$ cat src/rtl/relm_mul_server.sv
// relm_mul_server: iterative unsigned multiplier serving ReLM custom-op requests.
// Radix-4 shift-add loop: two multiplier bits are consumed per RUN cycle, and the
// loop stops as soon as the remaining multiplier bits are all zero.
// Ports:
//   clk, rst        - clock, asynchronous active-high reset
//   mul_req_in      - request strobe; mul_a_in/mul_x_in are valid while high
//   mul_a_in        - multiplicand (WD bits, unsigned)
//   mul_x_in        - multiplier (WD bits, unsigned)
//   mul_ax_out      - registered 2*WD-bit product
//   mul_valid_out   - high while mul_ax_out holds the latest accepted request's product
//   busy_out        - high while a multiplication is in progress
//   retry_out       - combinational; request refused because the unit is busy
module relm_mul_server #(
    parameter int unsigned WD = 32
) (
    input  logic            clk,
    input  logic            rst,
    input  logic            mul_req_in,
    input  logic [WD-1:0]   mul_a_in,
    input  logic [WD-1:0]   mul_x_in,
    output logic [2*WD-1:0] mul_ax_out,
    output logic            mul_valid_out,
    output logic            busy_out,
    output logic            retry_out
);

    localparam int unsigned PW = 2 * WD;

    typedef enum logic [1:0] {
        S_IDLE = 2'd0,
        S_RUN  = 2'd1,
        S_DONE = 2'd2
    } state_t;

    state_t          state;
    logic [PW-1:0]   ar;
    logic [PW-1:0]   acc;
    logic [WD-1:0]   xr;

    logic [PW-1:0]   pp;
    logic [PW-1:0]   acc_nxt;
    logic [WD-1:0]   xr_nxt;

    // Radix-4 partial product: ar * xr[1:0] built from ar and ar<<1.
    always_comb begin
        pp = '0;
        if (xr[0]) pp = ar;
        if (xr[1]) pp = pp + (ar << 1);
        acc_nxt = acc + pp;
        xr_nxt  = xr >> 2;
    end

    assign retry_out = mul_req_in & busy_out;

    // Control and datapath; IDLE and DONE both accept, DONE additionally holds the result.
    always_ff @(posedge clk or posedge rst) begin
        if (rst) begin
            state         <= S_IDLE;
            ar            <= '0;
            acc           <= '0;
            xr            <= '0;
            mul_ax_out    <= '0;
            mul_valid_out <= 1'b0;
            busy_out      <= 1'b0;
        end else begin
            case (state)
                S_IDLE, S_DONE: begin
                    if (mul_req_in) begin
                        ar            <= PW'(mul_a_in);
                        xr            <= mul_x_in;
                        acc           <= '0;
                        mul_valid_out <= 1'b0;
                        busy_out      <= 1'b1;
                        state         <= S_RUN;
                    end
                end
                S_RUN: begin
                    acc <= acc_nxt;
                    ar  <= ar << 2;
                    xr  <= xr_nxt;
                    // Early exit once no multiplier bits remain.
                    if (xr_nxt == '0) begin
                        mul_ax_out    <= acc_nxt;
                        mul_valid_out <= 1'b1;
                        busy_out      <= 1'b0;
                        state         <= S_DONE;
                    end
                end
                default: begin
                    busy_out <= 1'b0;
                    state    <= S_IDLE;
                end
            endcase
        end
    end

endmodule

$ cat config.mk
export PLATFORM = sky130hd
export DESIGN_NAME = relm_mul_server
export DESIGN_NICKNAME = d
export VERILOG_FILES = /design/src/rtl/relm_mul_server.sv
export SDC_FILE = /design/constraint.sdc
export NUM_CORES = 1
export LEC_CHECK = 0
export BUFFER_PORTS_ARGS = -buffer_cell sky130_fd_sc_hd__buf_2
export CAP_MARGIN = 20
export CORE_MARGIN = 2
export CORE_UTILIZATION = 40
export CTS_CLUSTER_SIZE = 30
export DETAILED_ROUTE_END_ITERATION = 8
export SYNTH_ARGS = -nofsm -noshare
export SYNTH_HDL_FRONTEND = slang
export SYNTH_SLANG_ARGS = --single-unit
$ cat constraint.sdc
create_clock -name clk -period 9.1 [get_ports clk]
set_input_delay 0.91 -clock clk [delete_from_list [all_inputs] [get_ports clk]]
set_output_delay 0.91 -clock clk [all_outputs]
set_load 0.05 [all_outputs]
==> flow_summary.ini, run 1 <==
[worst_hold_path]
min_path_type = input pin to asynchronous set/reset pin

[clock_network]
hold_buffers = 0
cts_tree = done
cts_buffers = 29
root_buffer = clkbuf_16
path_clk_slew_ps = 60
clock_latency_ps = 580
cts.path.max_buffers = 3
htree_num_levels = 1
cts_num_sinks = 227
ctsResizeCount = 0
post-cts-setup-buffer-count = 0

[cells_and_area]
nNetsFinal = 2323
drive_gt1_frac = 0.1546
multi_input_area_um2 = 11640
area_growth_pct = 9.927
nFillCells = 4473
seq_area_um2 = 5685

[worst_setup_path]
critPathMaxStageDelay_ps = 660
slowest_stage = dfrtp_4
reg2reg_slack_ps = 1680
cp.arrival_ps = 7870
cpMostUsedCell = o21ai_0
r2r-end = mul_ax_out[62]
criticalPathCategory = register to register
critPathRequiredTime_ps = 9540
start_kind = register
r2r_cells = 25
reg2reg_from = xr[0]
crit_fanout = 54
endpoint_kind = register

[die]
initial_core_util = 0.4039
dieArea_um2 = 47450
core_um2 = 45280
num_rows = 78
die_h_um = 217.8
die_w_um = 217.8
ios = 134

[timing]
hold_viol_final = 0
finalCriticalPeriod_ps = 7425
timing.final.crit_share = 0.8159
setup_viol = 0
slew_viol_final = 0
timing.max_slew.rel_slack = 0.2648
fmax_mhz = 134.7
setup_tns_ps = 0
setup_slack_ps = 1675
max_slew.worst_pin.slew_ps = 1103
finClkSkew_ps = 21.51
timing.hold.ws_ps = 480.5
rsz0062_at_grt = no

[placed_design]
routabilityCongestion = 0.9207
io_buffer_count = 133
dp_slack_ps = 1748
post-dp-hpwl_um = 36600

[logic_synthesis]
ys.flop_type = dfrtp_1
synthesis.nets = 2325
synth_most_common_cell = nand2_1
synth_top_area_share = 0.3106
yosysWarnings = 0
netlist_area_um2 = 18290
synthArstFlopShare = 1.000
synth.area.top_cells = dfrtp_1, ha_1, mux2_2, nand2_1, a22o_1
yosysSeqAreaShare = 0.3106
syn_inst = 2153
synth_common_cells = nand2_1, dfrtp_1, a21oi_1
yosys_register_bits = 227
post_synth.cell_area_avg_um2 = 8.495
synth_top_cell_by_area = dfrtp_1
ys_types = 96
synth_edf_count = 0

[detailed_routing]
dr_total_vias = 16220
drt_first_pass_iters = 5
antenna_left = 0
avgViaCountPerCell = 5.843
routedWlPerCell_um = 18.54
drc = 0
drtIter0Drc = 1154
drt_wl_total_um = 51470

[grt]
track_usage = 0.2150
antenna_found_initial = 7
grt_max_degree = 102
grt_pass1_vias = 15680
grt_overflow = 0
grt_pass1_wl_um = 84420

[run_status]
status = completed

[flow_run]
maxCapViolations = 0
-- sequential cells by signal, indices dropped and copies added, names as in the netlist --
name / flops
xr: 32
state: 2
acc: 64
mul_ax_out: 64
ar: 64
mul_valid_out: 1
-- layout by cell type (no fill, tap or decap), drive strengths merged, types with 6 or more instances in the layout --
master,instances
dfrtp,227
nand2,262
a21o,80
xor2,59
xnor2,86
or2,10
ha,103
clkinv,7
a211oi,23
o21a,11
buf,144
bufinv,7
a22o,102
a21oi,165
nand3,27
nor2,147
o21ai,122
o211ai,8
nor4,19
nor3,19
o32ai,13
nand3b,6
mux2,89
nand4,38
nor2b,13
a21boi,6
o22ai,13
a221oi,9
o21bai,24
and2,36
and3,12
clkbuf,34
o31ai,7
nand2b,16
inv,55
a31oi,63
a41oi,6
a22oi,18
-- area by class of cell --
class,count,share of cell area
diodes,3,0.0003734
clock buffers,34,0.03803
clock inverters,19,0.01494
inverters,53,0.01027
multi-input cells,1696,0.5790
flip-flops and latches,227,0.2828
well taps,600,0.03734
repair buffers,144,0.03722
-- how the worst max path moves through the flow --
stage,end,slack [ps],from
floorplan,acc[0],1970,rst
detailed placement,mul_ax_out[63],1750,xr[0]
finish,mul_ax_out[62],1680,xr[0]
global placement,mul_ax_out[63],1860,xr[0]
global route,mul_ax_out[59],1180,xr[0]
CTS,mul_ax_out[63],1710,xr[0]
-- metal layers --
layer | share of wire | global-route usage | routed length (um)
met1 | 0.47 | 0.3045 | 24230
met3 | 0.055 | 0.03403 | 2808
met2 | 0.45 | 0.3398 | 23230
met4 | 0.022 | 0.05850 | 1144
met5 | 0.0010 | 0 | 53
-- cell families after synthesis --
family	count (synthesis)	synth area share
adder cells (fa/ha/maj)	105	0.07266
flip-flops	227	0.3106
buffers and inverters	230	0.05453
AO/OA/AOI/OAI	724	0.2763
XOR/XNOR	145	0.06944
multiplexers	93	0.05699
AND/OR/NAND/NOR	629	0.1595
-- metrics by stage --
step | util | area (um2) | instances
floorplan | - | 18290 | 2153
CTS | 0.4438 | 20100 | 2773
global placement | 0.4203 | 19030 | 2720
global route | 0.4438 | 20100 | 2773
detailed placement | 0.4203 | 19030 | 2720
finish | 0.4440 | 20100 | 2776
-- worst max-delay path: cells and delay by family (launching register included) --
family,cells,cell delay [ps]
AND/OR/NAND/NOR,7,1090
adder cells (fa/ha/maj),2,960
multiplexers,2,560
flip-flops,1,660
XOR/XNOR,2,320
AO/OA/AOI/OAI,11,3030
buffers and inverters,1,640
Power of run 1 is not shown: default switching activity piles up to over one toggle a cycle in this logic, so the estimate is an artifact.
==> inputs of run 2 (changes only) <==
ABC_AREA = 1   (was default)
clock period = 7.48 ns   (was 9.1 ns; I/O delays follow)
==> run 2 against run 1 <==
Against the previous run: die area grew 0.64%; critical endpoint is now acc[53]; first-iteration DRC count grew 28%; sequential share of layout area shrank 0.54 points; routed wire length grew 25%; final cell count grew 23%; global-route usage grew 5.4 points; highest routed layer is now met4.
==> flow_summary.ini, run 2 <==
[logic_synthesis]
ys_types = 55
synth.area.top_cells = dfrtp_1, nand2_1, ha_1, inv_1, o21ai_0
syn_inst = 2713
synth_top_area_share = 0.3086
yosys_register_bits = 227
synth_common_cells = nand2_1, inv_1, dfrtp_1
ys.flop_type = dfrtp_1
post_synth.cell_area_avg_um2 = 6.785
yosysWarnings = 0
synth_edf_count = 0
synthArstFlopShare = 1.000
synthesis.nets = 2885
synth_top_cell_by_area = dfrtp_1
netlist_area_um2 = 18410
yosysSeqAreaShare = 0.3086
synth_most_common_cell = nand2_1

[detailed_routing]
drt_wl_total_um = 64260
dr_total_vias = 18770
avgViaCountPerCell = 5.480
antenna_left = 0
drc = 0
drtIter0Drc = 1478
drt_first_pass_iters = 5
routedWlPerCell_um = 18.76

[grt]
track_usage = 0.2690
grt_pass1_vias = 18040
grt_pass1_wl_um = 100600
antenna_found_initial = 1
grt_overflow = 0
grt_max_degree = 100

[timing]
fmax_mhz = 171.1
timing.max_slew.rel_slack = 0.3140
timing.final.crit_share = 0.7812
hold_viol_final = 0
rsz0062_at_grt = no
finClkSkew_ps = 19.35
finalCriticalPeriod_ps = 5843
setup_viol = 0
slew_viol_final = 0
max_slew.worst_pin.slew_ps = 1028
setup_tns_ps = 0

[clock_network]
cts_num_sinks = 227
ctsResizeCount = 0
hold_buffers = 0
cts_buffers = 27
htree_num_levels = 1
root_buffer = clkbuf_16
path_clk_slew_ps = 60
cts_tree = done
clock_latency_ps = 570
cts.path.max_buffers = 3
post-cts-setup-buffer-count = 0

[cells_and_area]
area_growth_pct = 11.31
instances_no_fill = 3426
top_regs = acc x64, ar x64, mul_ax_out x64
nNetsFinal = 2978
final_cell_mix = nand2_1, inv_1, o21ai_0
diodes = 0
drive_gt1_frac = 0.1008
layout_commonest_cell = nand2_1

[die]
core_um2 = 45380
ios = 134
die_h_um = 218.5
initial_core_util = 0.4056
dieArea_um2 = 47750
die_w_um = 218.5
num_rows = 78

[placed_design]
post-dp-hpwl_um = 51170
place_inst = 3377
routabilityCongestion = 0.9996
io_buffer_count = 133

[worst_setup_path]
endpoint_kind = register
critPathMaxStageDelay_ps = 730
crit_fanout = 32
criticalPathCategory = register to register
slowest_stage = dfrtp_2
cp.arrival_ps = 6300
start_kind = register
cpMostUsedCell = nand2_1
critPathRequiredTime_ps = 7930

[worst_hold_path]
min_path_type = input pin to asynchronous set/reset pin

[flow_run]
maxCapViolations = 0

[run_status]
status = completed
-- run 2: cell count changes in the layout (fill, tap and decap cells not counted), moves of 89 or more --
cell	delta
o21ai_0	+114
a22o_1	-99
nand3_1	+143
nand2_1	+405
mux2_2	-89
inv_1	+282
-- run 2: final cells by class --
class | count | area [um2]
flip-flops and latches | 227 | 5683
fillers | 4762 | 24890
repair buffers | 148 | 798.3
clock inverters | 10 | 92.59
multi-input cells | 2053 | 11050
clock buffers | 39 | 800.8
inverters | 349 | 1319
well taps | 600 | 750.7
-- run 2: stage by stage --
step | worst slack [ps] | instance area (um2) | utilization | hold slack, ps
2_1_floorplan | 512.5 | 18410 | - | 455.5
3_5_place_dp | 1680 | 19600 | 0.4318 | 460.7
3_3_place_gp | 1713 | 19570 | 0.4312 | 457.3
6_report | 1637 | 20490 | 0.4515 | 280.7
5_1_grt | 1118 | 20490 | 0.4515 | 333.8
4_1_cts | 1674 | 20490 | 0.4515 | 315.0
-- run 2: kinds of logic (layout without fill, tap and decap cells) --
kind of cell / after synthesis / in the layout / synth area share
adders and majority gates: 105 / 105 / 0.07219
and+or+nand+nor: 1227 / 1227 / 0.2833
xor gates and xnor gates: 66 / 66 / 0.03181
AOI/OAI and AO/OA: 655 / 655 / 0.2119
buffers and inverters: 433 / 546 / 0.09217
DFF: 227 / 227 / 0.3086
-- run 2: worst paths after layout --
| kind | from | end | slack (ps) | cells after the start |
|---|---|---|---|---|
| setup / recovery | xr[0] | acc[53] | 1640 | 30 |
| hold / removal | rst | mul_ax_out[16] | 280 | 2 |
| setup reg to reg | xr[0] | acc[53] | 1640 | 30 |
| hold reg to reg | mul_ax_out[48] | mul_ax_out[48] | 470 | 2 |
| max in group asynchronous | rst | ar[55] | 5770 | 3 |
| min in group clk | mul_x_in[30] | xr[30] | 390 | 3 |
-- run 2: layer usage --
layer	vias to the layer above	global-route usage	routed length, um
li1	9301	-	-
met1	8833	0.3996	31550
met2	541	0.4032	26900
met3	98	0.03479	3858
met4	0	0.08163	1951
met5	-	0	0
-- run 2: worst max-delay path: cells and delay by family (launching register included) --
kind	cells	cell delay [ps]
and+or+nand+nor	18	2900
adders and majority gates	3	860
AOI/OAI and AO/OA	4	780
DFF	1	730
buffers and inverters	5	450
Power of run 2 is left out for the same reason.
==> inputs of run 3 (changes only) <==
clock period = 6.1 ns   (was 7.48 ns; I/O delays follow)
==> run 3 against run 2 <==
Against the previous run: non-clock buffer count up 21; die area unchanged; design area up 1.1%; final cell count up 0.64%.
==> flow_summary.ini, run 3 (synthesis gave the netlist of run 2 again) <==
[run_status]
status = completed

[worst_setup_path]
start_kind = register
critPathRequiredTime_ps = 6550
cp.arrival_ps = 6020
crit_fanout = 45
endpoint_kind = register
criticalPathCategory = register to register

[detailed_routing]
dr_total_vias = 19110
avgViaCountPerCell = 5.542
drt_wl_total_um = 65140
routedWlPerCell_um = 18.89
antenna_left = 0
drc = 0
drt_first_pass_iters = 6
drtIter0Drc = 1596

[die]
die_h_um = 218.5
ios = 134
num_rows = 78
die_w_um = 218.5
dieArea_um2 = 47750
initial_core_util = 0.4056
core_um2 = 45380

[timing]
finalCriticalPeriod_ps = 5577
rsz0062_at_grt = no
finClkSkew_ps = 10.44
max_slew.worst_pin.slew_ps = 1055
setup_tns_ps = 0
hold_viol_final = 0
timing.final.crit_share = 0.9143
setup_viol = 0
fmax_mhz = 179.3
timing.max_slew.rel_slack = 0.2967
slew_viol_final = 0

[clock_network]
cts_tree = done
cts_buffers = 27
clock_latency_ps = 560
path_clk_slew_ps = 60
root_buffer = clkbuf_16
cts.path.max_buffers = 3
cts_num_sinks = 227
htree_num_levels = 1

[grt]
antenna_found_initial = 1
track_usage = 0.2703
grt_max_degree = 130
grt_pass1_vias = 18160
grt_overflow = 0
grt_pass1_wl_um = 101100

[cells_and_area]
nNetsFinal = 2999
final_cell_mix = nand2_1, inv_1, o21ai_0
top_regs = acc x64, ar x64, mul_ax_out x64
layout_commonest_cell = nand2_1
diodes = 0
drive_gt1_frac = 0.1074
area_growth_pct = 12.54

[placed_design]
io_buffer_count = 133
post-dp-hpwl_um = 51820
routabilityCongestion = 1.080

[flow_run]
maxCapViolations = 0

[worst_hold_path]
min_path_type = input pin to register
[run 3: worst max-delay path: stages, from the launching register on]
cell      delay, ps
dfrtp_4         620
buf_12          240
nand2_1         110
inv_1            50
ha_1            360
a21oi_1         230
inv_1            60
a31oi_1         290
o21ai_0         140
nor2_1          120
nand3_1         290
or2_2           380
nand3_1          60
o21ai_0         140
ha_1            500
nand2_1         140
nor2_1          250
inv_1           100
nor3_1          300
nand3_1         120
nand3_1         210
nand2_1          80
o211ai_1        180
nand2_1         160
nand2_1          90
nand2_1          60
nand3_1          70
nand2_1          60
[run 3: path summary, 6_finish.rpt]
check | start | end | slack (ps) | cells past startpoint
worst max-delay path | xr[0] | acc[60] | 520 | 27
worst min-delay path | mul_a_in[1] | ar[1] | 270 | 3
worst max register to register | xr[0] | acc[60] | 520 | 27
worst min register to register | mul_ax_out[44] | mul_ax_out[44] | 470 | 2
max in group asynchronous | rst | acc[57] | 4340 | 5
min in group asynchronous | rst | acc[16] | 550 | 3
[run 3: cell type report]
type	count	area (um2)
flip-flops and latches	227	5685
inverters	349	1315
well taps	600	750.7
clock inverters	16	155.1
repair buffers	169	1036
fillers	4816	24660
multi-input cells	2053	11050
clock buffers	34	721.9
[run 3: layer usage]
metal	up-vias	global-route usage	routed length, um
met4	2	0.07868	1785
met2	637	0.4200	28290
met3	109	0.03299	4159
li1	9317	-	-
met1	9043	0.3915	30890
met5	-	0	13
[run 3: stage by stage]
step	setup WS, ps	std cells	hold slack, ps	cell area, um2	utilization
floorplan	1324	2713	455.5	18410	-
global placement	323.8	3393	460.0	19720	0.4345
CTS	357.3	3446	245.0	20650	0.4551
detailed placement	377.6	3395	461.5	19770	0.4355
global route	98.47	3448	264.9	20720	0.4565
finish	522.7	3448	266.0	20720	0.4565
[run 3: timing repair]
action	in CTS	in global routing
hold buffers	1	0
endpoints found under the hold margin	8	0
gates resized for setup	0	2
setup endpoints to repair	0	5
buffers inserted	0	0
Power of run 3 is left out for the same reason.
